## config.mk

```make
export PLATFORM = sky130hd
export DESIGN_NAME = game_ctrl_flat
export DESIGN_NICKNAME = d
export VERILOG_FILES = /design/src/rtl/game_pkg.sv /design/src/rtl/game_ctrl_if.sv /design/src/rtl/game_ctrl_btn_sync_edge.sv /design/src/rtl/game_ctrl.sv /design/src/flat_wrapper.sv
export SDC_FILE = /design/constraint.sdc
export NUM_CORES = 1
export LEC_CHECK = 0
export ABC_AREA = 1
export BUFFER_PORTS_ARGS = -buffer_cell sky130_fd_sc_hd__buf_4
export CORE_MARGIN = 2
export CORE_UTILIZATION = 40
export DETAILED_ROUTE_END_ITERATION = 16
export PLACE_DENSITY = 0.62
export REMOVE_ABC_BUFFERS = 1
export SKIP_CTS_REPAIR_TIMING = 1
export SYNTH_ARGS = -nofsm -noshare
export SYNTH_HDL_FRONTEND = slang
export SYNTH_HIERARCHICAL = 1
export SYNTH_SLANG_ARGS = --single-unit
```

## constraint.sdc

```tcl
create_clock -name Clk -period 1.9 [get_ports Clk]
set_input_delay 0.38 -clock Clk [delete_from_list [all_inputs] [get_ports Clk]]
set_output_delay 0.38 -clock Clk [all_outputs]
set_load 0.01 [all_outputs]
```

## src/rtl/game_pkg.sv

```systemverilog
// Shared definitions for the game sequencing stage: state encodings (also used
// by the LCD driver's gameStr indexing), display widths and button indices.
package game_pkg;

    localparam int TIME_W  = 7;
    localparam int POINT_W = 7;

    localparam int BTN_START = 0;
    localparam int BTN_HIT   = 1;
    localparam int BTN_MISS  = 2;
    localparam int BTN_N     = 3;

    typedef enum logic [1:0] {
        START     = 2'd0,
        GAMING    = 2'd1,
        GAME_OVER = 2'd2
    } game_state_t;

endpackage

```

## src/rtl/game_ctrl_if.sv

```systemverilog
// Button requests in, LCD/LED-facing game status out. The master side is the
// game controller; the slave side is the board/LCD environment.
interface game_ctrl_if;
    import game_pkg::*;

    logic               start_btn;
    logic               hit_btn;
    logic               miss_btn;
    logic [1:0]         gameState;
    logic [TIME_W-1:0]  timeNum;
    logic [POINT_W-1:0] point;
    logic               sec_tick;
    logic [POINT_W-1:0] hiscore;

    modport master (
        input  start_btn, hit_btn, miss_btn,
        output gameState, timeNum, point, sec_tick, hiscore
    );

    modport slave (
        output start_btn, hit_btn, miss_btn,
        input  gameState, timeNum, point, sec_tick, hiscore
    );

endinterface

```

## src/rtl/game_ctrl_btn_sync_edge.sv

```systemverilog
// Two-flop synchroniser for an asynchronous button level, followed by an edge
// flop; pulse is high for exactly one Clk cycle per press, however long held.
module btn_sync_edge (
    input  logic Clk,
    input  logic rst,
    input  logic btn,
    output logic pulse
);

    logic sync1_reg;
    logic sync2_reg;
    logic sync3_reg;

    always_ff @(posedge Clk) begin
        if (rst) begin
            sync1_reg <= 1'b0;
            sync2_reg <= 1'b0;
            sync3_reg <= 1'b0;
        end else begin
            sync1_reg <= btn;
            sync2_reg <= sync1_reg;
            sync3_reg <= sync2_reg;
        end
    end

    assign pulse = sync2_reg & ~sync3_reg;

endmodule

```

## src/rtl/game_ctrl.sv

```systemverilog
// Game sequencer: START/GAMING/GAME_OVER FSM, 1 Hz countdown and score.
// Define HISCORE_EN to keep a best-score register; otherwise hiscore reads 0.
module game_ctrl
    import game_pkg::*;
#(
    parameter int CLK_HZ    = 50000000,
    parameter int GAME_SEC  = 30,
    parameter int MAX_POINT = 99
) (
    input  logic        Clk,
    input  logic        rst,
    game_ctrl_if.master bus
);

    localparam int DIV_W = (CLK_HZ > 1) ? $clog2(CLK_HZ) : 1;
    localparam logic [DIV_W-1:0]   DIV_MAX   = DIV_W'(CLK_HZ - 1);
    localparam logic [TIME_W-1:0]  TIME_INIT = TIME_W'(GAME_SEC);
    localparam logic [POINT_W-1:0] POINT_MAX = POINT_W'(MAX_POINT);

    logic [BTN_N-1:0] btn_raw;
    logic [BTN_N-1:0] btn_ev;

    assign btn_raw[BTN_START] = bus.start_btn;
    assign btn_raw[BTN_HIT]   = bus.hit_btn;
    assign btn_raw[BTN_MISS]  = bus.miss_btn;

    genvar gi;
    generate
        for (gi = 0; gi < BTN_N; gi++) begin : g_btn
            btn_sync_edge u_sync (
                .Clk   (Clk),
                .rst   (rst),
                .btn   (btn_raw[gi]),
                .pulse (btn_ev[gi])
            );
        end
    endgenerate

    logic start_ev;
    logic hit_ev;
    logic miss_ev;
    assign start_ev = btn_ev[BTN_START];
    assign hit_ev   = btn_ev[BTN_HIT];
    assign miss_ev  = btn_ev[BTN_MISS];

    game_state_t        state_reg,  state_next;
    logic [TIME_W-1:0]  time_reg,   time_next;
    logic [POINT_W-1:0] point_reg,  point_next;
    logic [DIV_W-1:0]   div_reg,    div_next;
    logic               tick;
    logic               wrap;

    assign wrap = (div_reg == DIV_MAX);

    always_ff @(posedge Clk) begin
        if (rst) begin
            state_reg <= START;
            time_reg  <= TIME_INIT;
            point_reg <= '0;
            div_reg   <= '0;
        end else begin
            state_reg <= state_next;
            time_reg  <= time_next;
            point_reg <= point_next;
            div_reg   <= div_next;
        end
    end

    always_comb begin
        state_next = state_reg;
        time_next  = time_reg;
        point_next = point_reg;
        div_next   = div_reg;
        tick       = 1'b0;
        case (state_reg)
            START: begin
                div_next = '0;
                if (start_ev) begin
                    state_next = GAMING;
                    time_next  = TIME_INIT;
                    point_next = '0;
                end
            end
            GAMING: begin
                if (wrap) begin
                    div_next = '0;
                    tick     = 1'b1;
                    // The last second expiring ends the game on the same edge.
                    if (time_reg <= TIME_W'(1)) begin
                        time_next  = '0;
                        state_next = GAME_OVER;
                    end else begin
                        time_next = time_reg - 1'b1;
                    end
                end else begin
                    div_next = div_reg + 1'b1;
                end
                if (hit_ev && !miss_ev && (point_reg < POINT_MAX)) begin
                    point_next = point_reg + 1'b1;
                end else if (miss_ev && !hit_ev && (point_reg != '0)) begin
                    point_next = point_reg - 1'b1;
                end
            end
            GAME_OVER: begin
                div_next  = '0;
                time_next = '0;
                if (start_ev) begin
                    state_next = START;
                    time_next  = TIME_INIT;
                    point_next = '0;
                end
            end
            default: begin
                state_next = START;
                time_next  = TIME_INIT;
                point_next = '0;
                div_next   = '0;
            end
        endcase
    end

    assign bus.gameState = state_reg;
    assign bus.timeNum   = time_reg;
    assign bus.point     = point_reg;
    assign bus.sec_tick  = tick;

`ifdef HISCORE_EN
    logic [POINT_W-1:0] hiscore_reg;
    logic               was_over_reg;
    logic               over_first;

    assign over_first = (state_reg == GAME_OVER) && !was_over_reg;

    always_ff @(posedge Clk) begin
        if (rst) begin
            hiscore_reg  <= '0;
            was_over_reg <= 1'b0;
        end else begin
            was_over_reg <= (state_reg == GAME_OVER);
            if (over_first && (point_reg > hiscore_reg)) begin
                hiscore_reg <= point_reg;
            end
        end
    end

    assign bus.hiscore = hiscore_reg;
`else
    assign bus.hiscore = '0;
`endif

endmodule

```

## src/flat_wrapper.sv

```systemverilog
// flat-port wrapper written by rule: the top's interface ports become plain ports
module game_ctrl_flat import game_pkg::*;
#(
    parameter int CLK_HZ    = 50000000,
    parameter int GAME_SEC  = 30,
    parameter int MAX_POINT = 99
)
  (Clk, rst, bus_start_btn, bus_hit_btn, bus_miss_btn, bus_gameState, bus_timeNum, bus_point, bus_sec_tick, bus_hiscore);
  game_ctrl_if bus_i ();
  input  logic Clk;
  input  logic rst;
  input wire logic [$bits(bus_i.start_btn)-1:0] bus_start_btn;
  input wire logic [$bits(bus_i.hit_btn)-1:0] bus_hit_btn;
  input wire logic [$bits(bus_i.miss_btn)-1:0] bus_miss_btn;
  output wire logic [$bits(bus_i.gameState)-1:0] bus_gameState;
  output wire logic [$bits(bus_i.timeNum)-1:0] bus_timeNum;
  output wire logic [$bits(bus_i.point)-1:0] bus_point;
  output wire logic [$bits(bus_i.sec_tick)-1:0] bus_sec_tick;
  output wire logic [$bits(bus_i.hiscore)-1:0] bus_hiscore;
  assign bus_i.start_btn = bus_start_btn;
  assign bus_i.hit_btn = bus_hit_btn;
  assign bus_i.miss_btn = bus_miss_btn;
  assign bus_gameState = bus_i.gameState;
  assign bus_timeNum = bus_i.timeNum;
  assign bus_point = bus_i.point;
  assign bus_sec_tick = bus_i.sec_tick;
  assign bus_hiscore = bus_i.hiscore;
  game_ctrl #(.CLK_HZ(CLK_HZ), .GAME_SEC(GAME_SEC), .MAX_POINT(MAX_POINT)) u_core (.Clk(Clk), .rst(rst), .bus(bus_i));
endmodule
```

Word level (Yosys, flattened, before mapping)
Cells that the tools add are included.

storage, ports and cells
  bits in registers = 51
  input bits = 5
  word-level logic and storage cells = 64

operators by class
  $add $sub $neg = 4
  order comparisons = 2
  equality and inequality tests = 9
  muxes and demuxes = 16
  bitwise gates (word level) = 7
  reduce and logical (&&, ||, !) cells = 13

operator list
  kind                                                                   number
  7-bit 2-to-1 mux                                                       6
  26-bit by 1-bit adder with 26-bit output, second input constant        1
  26-bit == test, second input constant                                  1
  7-bit case mux with 3 select lines                                     1
  7-bit case mux with 2 select lines                                     1
  7-bit by 1-bit subtractor with 7-bit output, second input constant     2
  2-bit 2-to-1 mux                                                       4
  7-bit by 1-bit adder with 7-bit output, second input constant          1
  7-bit by 1-bit <= comparator with 1-bit output, second input constant  1
  7-bit < comparator, second input constant                              1
  7-bit nonzero test                                                     1
  2-bit by 1-bit != test with 1-bit output, second input constant        3
  2-bit case mux with 3 select lines                                     1
  5-bit 2-to-1 mux                                                       1
  1-bit logical AND                                                      4
  2-bit != test, second input constant                                   2
  1-bit NOT                                                              4
  2-bit AND reduction                                                    2
  4-bit AND reduction                                                    1
  1-bit bitwise AND                                                      3
  3-bit by 1-bit != test with 1-bit output, second input constant        1
  3-bit OR reduction                                                     1
  2-bit by 1-bit == test with 1-bit output, second input constant        1
  2-bit == test, second input constant                                   1
  4 further kinds                                                        6

Logic depth before layout (Yosys ltp)
Gate-level depths: netlist of the first run.

  depth after elaboration = 8
  gate-level depth with buffers = 15

Cells and area by module
Netlist of the first run, hierarchy kept.

modules (own cells, without submodules)
  module         instances  cells each  area each (sq um)  sequential area each (sq um)
  game_ctrl      1          410         2715.1             840.8
  btn_sync_edge  3          10          86.3               60.1

Worst setup path after synthesis of the first run
Ideal clock, no wire load.

  path kind = reg-to-reg
  start = register u_core.point_reg[2], in the netlist u_core/bus.point[2]
  end = register u_core.point_reg[5], in the netlist u_core/bus.point[5]
  setup time = 0.070 ns
  arrival time = 1.892 ns
  slack = -0.063 ns
  cell stages (with the launch flop) = 13
  path buffers = 0
  clock period less this slack = 1.963 ns
  path through = dfxtp_1 > nor2_1 > nand3_1 > nand2_1 > nand2_1 > ha_1 > nand2_1 > or2_2 > nand3_1 > nand2_1 > nand2_1 > nand2_1 > a21oi_1

between the ends
  longest elaborated chain between the ends = 4
  elaborated cells on any way between the ends = 11
  classes of those cells = add/sub: 2; order compare: 1; eq/ne: 1; mux: 3; reduce/logical: 4

RTL lines
  item                                                                          line              RTL
  start, declared                                                               game_ctrl.sv:48   logic [POINT_W-1:0] point_reg, point_next;
  start signal, assigned                                                        game_ctrl.sv:64   point_reg <= point_next;
  7-bit by 1-bit subtractor with 7-bit output (tied with other cells)           game_ctrl.sv:101  point_next = point_reg - 1'b1;
  7-bit 2-to-1 mux (tied with other cells)                                      game_ctrl.sv:100  end else if (miss_ev && !hit_ev && (point_reg != '0)) begin
  7-bit 2-to-1 mux or 3-bit by 1-bit != test with 1-bit output (tied branches)  -
  7-bit case mux with 2 select lines or 2-bit AND reduction (tied branches)     -

Parallel ways exist; a longest one is shown, timed or not. The select of a mux whose other input is x is not followed.
A chain may end at the register's enable or synchronous reset.

Final worst setup path of the first run
  start = register u_core.div_reg[0]
  end = output bus_sec_tick

between the ends
  longest elaborated chain between the ends = 3

RTL lines
  item                    line                RTL
  start, declared         game_ctrl.sv:49     logic [DIV_W-1:0] div_reg, div_next;
  start signal, assigned  game_ctrl.sv:65     div_reg <= div_next;
  26-bit == test          game_ctrl.sv:53     assign wrap = (div_reg == DIV_MAX);
  1-bit 2-to-1 mux        game_ctrl.sv:85     if (wrap) begin
  1-bit 2-to-1 mux        game_ctrl.sv:75     case (state_reg)
  end, declared           flat_wrapper.sv:18  output wire logic [$bits(bus_i.sec_tick)-1:0] bus_sec_tick;

Every way passes these cells.

==> results of run 1 <==
==> how the worst max path moves through the flow <==
stage	end	startpoint	depth (start not counted)	slack (ns)
finish	bus_sec_tick	u_core/div_reg[0]$_SDFF_PP0_	8	-0.02
floorplan	u_core/bus.point[5]$_SDFFE_PP0P_	u_core/bus.point[2]$_SDFFE_PP0P_	12	-0.06
CTS	bus_sec_tick	u_core/div_reg[1]$_SDFF_PP0_	8	-0.19
global placement	u_core/bus.point[5]$_SDFFE_PP0P_	u_core/g_btn[1].u_sync/sync2_reg$_SDFF_PP0_	13	-0.1
global route	u_core/bus.point[5]$_SDFFE_PP0P_	u_core/g_btn[1].u_sync/sync2_reg$_SDFF_PP0_	13	-0.1
detailed placement	u_core/bus.point[4]$_SDFFE_PP0P_	u_core/g_btn[1].u_sync/sync2_reg$_SDFF_PP0_	13	-0.17
==> cell families after synthesis <==
group / synth area share (%)
AO/OA/AOI/OAI: 7.87
adder cells (fa/ha/maj): 6.14
buffers and inverters: 10.8
flip-flops: 34.3
other: 0.126
XOR/XNOR: 3.24
AND/OR/NAND/NOR: 37.5
==> critical path, cell delays in order (launching register included) <==
cell     delay (ns)
dfxtp_2        0.36
ha_4           0.15
nand2_4        0.06
nor2_4         0.14
nand2_4        0.08
nor2_4         0.10
nand3_4        0.10
nor2_4         0.15
buf_6          0.11
==> final cells by class <==
class                      count  area share (%)
multi-input combinational    319            49.2
sequential                    51            27.7
timing repair buffer          53            10.9
inverter                      65            6.56
tap                           99            3.33
clock buffer                   6            1.95
clock inverter                 2           0.336
==> metal layers <==
layer	global-route usage (%)	part of all wire (%)
met1	19.3	45
met2	29.0	51
met4	5.00	0.93
met5	0	0
met3	3.35	3.5
==> cell usage after synthesis, types with 2 or more instances <==
cell | count | area (um2)
a21oi_1 | 31 | 155
buf_4 | 9 | 67.6
dfxtp_1 | 51 | 1020
ha_1 | 13 | 163
inv_1 | 60 | 225
inv_2 | 5 | 18.8
nand2_1 | 110 | 413
nand2_4 | 3 | 33.8
nand3_1 | 30 | 150
nand3b_1 | 6 | 45.0
nand4_1 | 10 | 62.6
nor2_1 | 52 | 195
nor2_2 | 3 | 18.8
nor2_4 | 2 | 22.5
nor3_1 | 12 | 60.1
nor3_2 | 3 | 30.0
o21ai_0 | 9 | 45.0
or2_0 | 4 | 25.0
or2_2 | 3 | 18.8
xnor2_1 | 4 | 35.0
xor2_1 | 7 | 61.3
==> metrics by stage <==
step                      cell area (um2)  utilization [%]  TNS (ns)  worst slack, ns  hold WS (ns)
after CTS                            3460             48.0    -0.799           -0.192         0.268
final                                3720             51.5   -0.0247          -0.0247         0.270
after floorplan                      2920                -    -0.140          -0.0618         0.388
after global placement               3370             46.8    -0.296          -0.0990         0.397
after global routing                 3720             51.5    -0.431          -0.0999         0.298
after detailed placement             3370             46.8    -0.520           -0.168         0.402
==> report_power, final <==
group	internal, mW	switching [mW]	leakage (nW)
logic	0.232	0.327	1.09
clock network	0.258	0.360	0.0412
registers	1.12	0.0558	0.417
==> impl_metrics.json, run 1 <==
{
  "grt_use_total_pct": 16.2,
  "postSynthCellCount": 440,
  "violations": "setup timing",
  "setup_viol_count_final": 1,
  "power_density_nw_per_um2": 633,
  "stdcell_count": 595,
  "drc": 0,
  "clock_path_buffers": 2,
  "layout_commonest_cell": "nand2_1",
  "die-width_um": 90.2,
  "reg2regPathDepth": 12,
  "rrSetupSlack_ns": 0,
  "grt_first_pass_wirelength_mm": 10.8,
  "num-fill-cells": 746,
  "postRouteAntennaNets": 0,
  "htreeDepth": 2,
  "rr_startpoint": "u_core/g_btn[2].u_sync/sync2_reg$_SDFF_PP0_",
  "rsz0062_at_grt": "true",
  "final.min_clock_period_ns": 1.92,
  "synth-main-ff-cell": "dfxtp_1",
  "die_h_um": 90.2,
  "drt_first_iter_violations": 85,
  "clock_skew_ns": 0.00687,
  "ys_async_sr_fraction_pct": 0,
  "ys_ff_latch": 51,
  "end_kind": "output pin",
  "firstDrtPassIters": 4,
  "hold_class": "in2reg",
  "pin_count": 29,
  "peakVddDrop_mv": 0.323,
  "clk_pin_slew_ns": 0.09,
  "hold_path_depth": 3,
  "grt_max_degree": 20,
  "place_congestion": 0.896,
  "fp.dieArea_um2": 8140,
  "ys_seq_area_share_pct": 34.3,
  "p_leak_nw": 1.55,
  "crit_required_ns": 1.52,
  "grt_pass1_vias": 2486,
  "dp_hpwl_mm": 5.08,
  "cts_tree": "done",
  "routed_via_density": 4.72,
  "rows": 31,
  "finalHoldViolCount": 0,
  "drive_above_1_share_pct": 24.6,
  "area_growth_pct": 25.0,
  "diodes": 0,
  "wl_mm": 6.80,
  "worstSetupPathType": "reg2out",
  "cts-buffers-inserted": 5,
  "drv_cap": 0,
  "r2r-end": "u_core/bus.point[4]$_SDFFE_PP0P_",
  "multi_input_area_um2": 1830,
  "yosysUniqueCellTypes": 34,
  "synth_enable_flop_cells": 0,
  "min_to": "u_core/g_btn[0].u_sync/sync1_reg$_SDFF_PP0_",
  "period_share_pct": 101,
  "nets": 514,
  "grt_antenna_before_repair": 0,
  "core_um2": 7210,
  "seq_area_um2": 1030,
  "dp.cells": 578,
  "grt.overflow.total": 0,
  "crit_fanout": 3,
  "portBuffers": 21,
  "vias": 2806,
  "status": "finished, violations left",
  "cts_root_buf": "clkbuf_8",
  "start_kind": "flip-flop",
  "yosys_warnings": 6,
  "max_freq_mhz": 520,
  "start_util_pct": 41.2,
  "finalMaxSlewViolations": 0,
  "postSynthAreaPerCell_um2": 6.76,
  "worst_slack_ns": -0.0247,
  "p_total_mw": 2.36,
  "cp.arrival_ns": 1.54,
  "syn_area_um2": 2970,
  "cts_num_sinks": 51,
  "hp-start": "bus_start_btn",
  "final_cell_mix": "101 x nand2_1, 57 x inv_1, 51 x buf_4",
  "largest_reg_flops": 26,
  "clock_latency_ns": 0.31,
  "wl_per_cell_um": 11.4
}
Power figures use the tool's default switching activity.
==> run 2: changes to the inputs <==
--- a/config.mk
+++ b/config.mk
@@ -10,7 +10,7 @@
 export CORE_MARGIN = 2
 export CORE_UTILIZATION = 40
 export DETAILED_ROUTE_END_ITERATION = 16
-export PLACE_DENSITY = 0.62
+export PLACE_DENSITY = 0.6
 export REMOVE_ABC_BUFFERS = 1
 export SKIP_CTS_REPAIR_TIMING = 1
 export SYNTH_ARGS = -nofsm -noshare
==> impl_metrics.json, run 2 (synthesized netlist as in run 1, its figures left out) <==
{
  "status": "finished, violations left",
  "violations": "setup timing",
  "fin_area_um2": 3690,
  "max_freq_mhz": 521,
  "setup_viol_count_final": 1,
  "clk_pin_slew_ns": 0.09,
  "postRouteAntennaNets": 0,
  "vias": 2836,
  "grt_antenna_before_repair": 0,
  "finalMaxSlewViolations": 0,
  "drc": 0,
  "rr_startpoint": "u_core/g_btn[1].u_sync/sync2_reg$_SDFF_PP0_",
  "fp.dieArea_um2": 8140,
  "diodes": 0,
  "timing.hold.ws_ns": 0.273,
  "dp_hpwl_mm": 5.09,
  "cts_root_buf": "clkbuf_8",
  "worst_slack_ns": -0.0181,
  "wl_mm": 6.66,
  "finalHoldViolCount": 0,
  "grt.overflow.total": 0,
  "die_h_um": 90.2,
  "die-width_um": 90.2,
  "worstSetupPathType": "reg2out",
  "firstDrtPassIters": 4,
  "cts_tree": "done",
  "r2r-end": "u_core/bus.point[4]$_SDFFE_PP0P_",
  "grt_pass1_vias": 2501,
  "cts_num_sinks": 51,
  "dp.cells": 579,
  "cp.arrival_ns": 1.54,
  "peakVddDrop_mv": 0.401,
  "area_growth_pct": 24.2,
  "place_congestion": 0.833,
  "start_util_pct": 41.2,
  "clock_latency_ns": 0.30,
  "clock_path_buffers": 2,
  "critPathLaunch": "u_core/div_reg[1]$_SDFF_PP0_",
  "grt_max_degree": 20,
  "cts-buffers-inserted": 5,
  "dpl_cell_area_um2": 3390,
  "drive_above_1_share_pct": 22.5,
  "wl_per_cell_um": 11.2,
  "p_leak_nw": 1.55,
  "portBuffers": 21,
  "core_um2": 7210,
  "rrSetupSlack_ns": 0.02,
  "period_share_pct": 101,
  "reg2regPathDepth": 13,
  "drv_cap": 0,
  "nets": 515,
  "crit_required_ns": 1.52,
  "layout_commonest_cell": "nand2_1",
  "crit_fanout": 3,
  "p_total_mw": 2.37,
  "power_density_nw_per_um2": 640,
  "clock_skew_ns": 0.00591,
  "routed_via_density": 4.76,
  "rsz0062_at_grt": "true",
  "pin_count": 29,
  "hold_class": "in2reg",
  "end_kind": "output pin",
  "htreeDepth": 2,
  "final_cell_mix": "105 x nand2_1, 58 x inv_1, 51 x buf_4",
  "grt_first_pass_wirelength_mm": 11.4,
  "largest_reg_flops": 26,
  "stdcell_count": 596,
  "rows": 31,
  "drt_first_iter_violations": 148,
  "grt_use_total_pct": 16.7,
  "start_kind": "flip-flop",
  "crit_end": "bus_sec_tick",
  "final.min_clock_period_ns": 1.92
}
[run 2: report_power, final]
group	switching (mW)	internal [mW]	leakage (nW)
Clock	0.354	0.258	0.0412
Sequential	0.0574	1.12	0.416
Combinational	0.328	0.246	1.09
Total	0.740	1.63	1.55
[run 2: routing by layer]
metal  share of wire [%]  wire, um  GRT usage (%)  vias up
met5                   0         0              0        -
met2                  46      3070           27.1       48
li1                    -         -              -     1494
met4                 1.4        94           4.49        0
met3                 3.4       224           2.93       10
met1                  49      3270           22.9     1284
[run 2: worst min-delay path by stage]
stage	slack, ns	endpoint	startpoint	cells past startpoint
after floorplan	0.39	u_core/g_btn[0].u_sync/sync2_reg$_SDFF_PP0_	u_core/g_btn[0].u_sync/sync1_reg$_SDFF_PP0_	2
after global placement	0.39	u_core/g_btn[2].u_sync/sync2_reg$_SDFF_PP0_	u_core/g_btn[2].u_sync/sync1_reg$_SDFF_PP0_	2
after detailed placement	0.40	u_core/g_btn[2].u_sync/sync2_reg$_SDFF_PP0_	u_core/g_btn[2].u_sync/sync1_reg$_SDFF_PP0_	2
after CTS	0.27	u_core/g_btn[0].u_sync/sync1_reg$_SDFF_PP0_	bus_start_btn	3
after global routing	0.28	u_core/g_btn[0].u_sync/sync1_reg$_SDFF_PP0_	bus_start_btn	3
final	0.27	u_core/g_btn[2].u_sync/sync1_reg$_SDFF_PP0_	bus_miss_btn	3
[run 2: cell type report]
cell class,instances,area [um2]
clock inverter,2,12.5
fill,737,3520
clock buffer,6,72.6
timing repair buffer,53,414
inverter,65,244
multi-input combinational,320,1800
tap,99,124
sequential,51,1030
[run 2: worst max-delay path, cell delays in order, from the launching register on]
cell	delay [ns]
dfxtp_2	0.36
ha_4	0.15
nand2_4	0.06
nor2_4	0.14
nand2_4	0.08
nor2_4	0.10
nand3_4	0.09
nor2_4	0.14
buf_6	0.11
[run 2: metrics by stage]
stage | setup TNS (ns) | util [%] | setup WS, ns
after global placement | -0.233 | 47.1 | -0.102
after floorplan | -0.140 | - | -0.0618
after CTS | -0.858 | 48.2 | -0.223
after global routing | -0.480 | 51.2 | -0.131
final | -0.0181 | 51.2 | -0.0181
after detailed placement | -0.563 | 47.1 | -0.193
==> run 3: changes to the inputs <==
==> constraint.sdc (replaced) <==
create_clock -name Clk -period 1.9 [get_ports Clk]
set_input_delay 0.095 -clock Clk [delete_from_list [all_inputs] [get_ports Clk]]
set_output_delay 0.095 -clock Clk [all_outputs]
set_load 0.01 [all_outputs]
==> impl_metrics.json, run 3 (synthesized netlist as in run 1, its figures left out) <==
{
  "postRouteAntennaNets": 0,
  "clk_pin_slew_ns": 0.10,
  "max_freq_mhz": 520,
  "firstDrtPassIters": 4,
  "pin_count": 29,
  "area_growth_pct": 24.9,
  "fp.dieArea_um2": 8140,
  "grt_first_pass_wirelength_mm": 11.5,
  "grt_pass1_vias": 2519,
  "layout_commonest_cell": "nand2_1",
  "crit_required_ns": 2.13,
  "routed_via_density": 4.72,
  "grt_max_degree": 21,
  "status": "finished, violations left",
  "drc": 0,
  "cp.arrival_ns": 2.16,
  "clock_latency_ns": 0.30,
  "die_h_um": 90.2,
  "drt_first_iter_violations": 125,
  "vias": 2794,
  "setup_viol_count_final": 2,
  "wl_mm": 6.83,
  "final_cell_mix": "105 x nand2_1, 55 x inv_1, 49 x nor2_1",
  "fin_area_um2": 3710,
  "wl_per_cell_um": 11.5,
  "drive_above_1_share_pct": 22.7,
  "largest_reg_flops": 26,
  "power_density_nw_per_um2": 671,
  "grt.overflow.total": 0,
  "rr_startpoint": "u_core/bus.point[2]$_SDFFE_PP0P_",
  "worst_slack_ns": -0.0224,
  "timing.hold.ws_ns": 0.00734,
  "period_share_pct": 101,
  "place_congestion": 0.861,
  "final_util_pct": 51.5,
  "clock_skew_ns": 0.0115,
  "rows": 31,
  "start_kind": "flip-flop",
  "grt_use_total_pct": 16.6,
  "critPathLaunch": "u_core/bus.point[2]$_SDFFE_PP0P_",
  "crit_fanout": 8,
  "dp_hpwl_mm": 5.04,
  "cts-buffers-inserted": 5,
  "hp-start": "bus_miss_btn",
  "worstSetupPathType": "reg2reg",
  "num-fill-cells": 735,
  "cts_root_buf": "clkbuf_8",
  "peakVddDrop_mv": 0.407,
  "grt_antenna_before_repair": 0,
  "diodes": 0,
  "portBuffers": 21,
  "start_util_pct": 41.2,
  "nets": 512,
  "final.min_clock_period_ns": 1.92,
  "rrSetupSlack_ns": -0.02,
  "violations": "setup timing",
  "dpl_cell_area_um2": 3370,
  "die-width_um": 90.2,
  "p_leak_nw": 1.52,
  "end_kind": "flip-flop",
  "core_um2": 7210,
  "htreeDepth": 2,
  "clock_path_buffers": 2,
  "hold_class": "in2reg",
  "cts_num_sinks": 51,
  "finalHoldViolCount": 0,
  "cts_tree": "done",
  "finalMaxSlewViolations": 0,
  "rsz0062_at_grt": "true",
  "drv_cap": 0
}
run 3: final timing paths:
check | cells after the start | endpoint
setup reg to reg | 12 | u_core/bus.point[5]$_SDFFE_PP0P_
hold reg to reg | 2 | u_core/g_btn[2].u_sync/sync2_reg$_SDFF_PP0_
setup / recovery | 12 | u_core/bus.point[5]$_SDFFE_PP0P_
hold / removal | 3 | u_core/g_btn[2].u_sync/sync1_reg$_SDFF_PP0_
run 3: cell type report:
cell class              count  area [um2]  area share, %
multi-input cells         319        1810           48.6
flip-flops and latches     51        1030           27.7
repair buffers             51         405           10.9
inverters                  65         244           6.57
well taps                  99         124           3.33
clock buffers               5        68.8           1.85
clock inverters             2        37.5           1.01
run 3: worst max-delay path, cell delays in order (launching register included):
cell,delay [ns]
dfxtp_1,0.32
nor2_1,0.16
nand3_1,0.11
nand2_2,0.11
nand2_4,0.12
ha_4,0.32
nand2_1,0.08
or2_2,0.31
nand3_1,0.07
nand2_1,0.05
nand2_1,0.05
nand2_1,0.05
a21oi_1,0.11
run 3: layer usage:
metal	share of wire [%]	global-route usage, %	vias up	routed length (um)
met1	49	23.0	1256	3370
met2	47	27.6	46	3190
met5	0	0	-	0
met4	0.75	3.08	0	51
li1	-	-	1488	-
met3	3.1	2.85	4	215
run 3: stage by stage:
| step | TNS (ns) | setup WS, ns | power [mW] | std cells |
|---|---|---|---|---|
| after floorplan | -0.140 | -0.0618 | 1.54 | 435 |
| after global placement | -0.296 | -0.122 | 1.73 | 576 |
| after detailed placement | -0.589 | -0.189 | 1.74 | 576 |
| after CTS | -0.742 | -0.218 | 2.49 | 583 |
| after global routing | -0.409 | -0.136 | 2.65 | 592 |
| final | -0.0360 | -0.0224 | 2.49 | 592 |
run 3: power by group:
| group | leakage (nW) | internal [mW] | switching (mW) |
|---|---|---|---|
| combinational | 1.05 | 0.241 | 0.333 |
| sequential | 0.417 | 1.12 | 0.0560 |
| clock | 0.0502 | 0.385 | 0.355 |
| total | 1.52 | 1.75 | 0.744 |
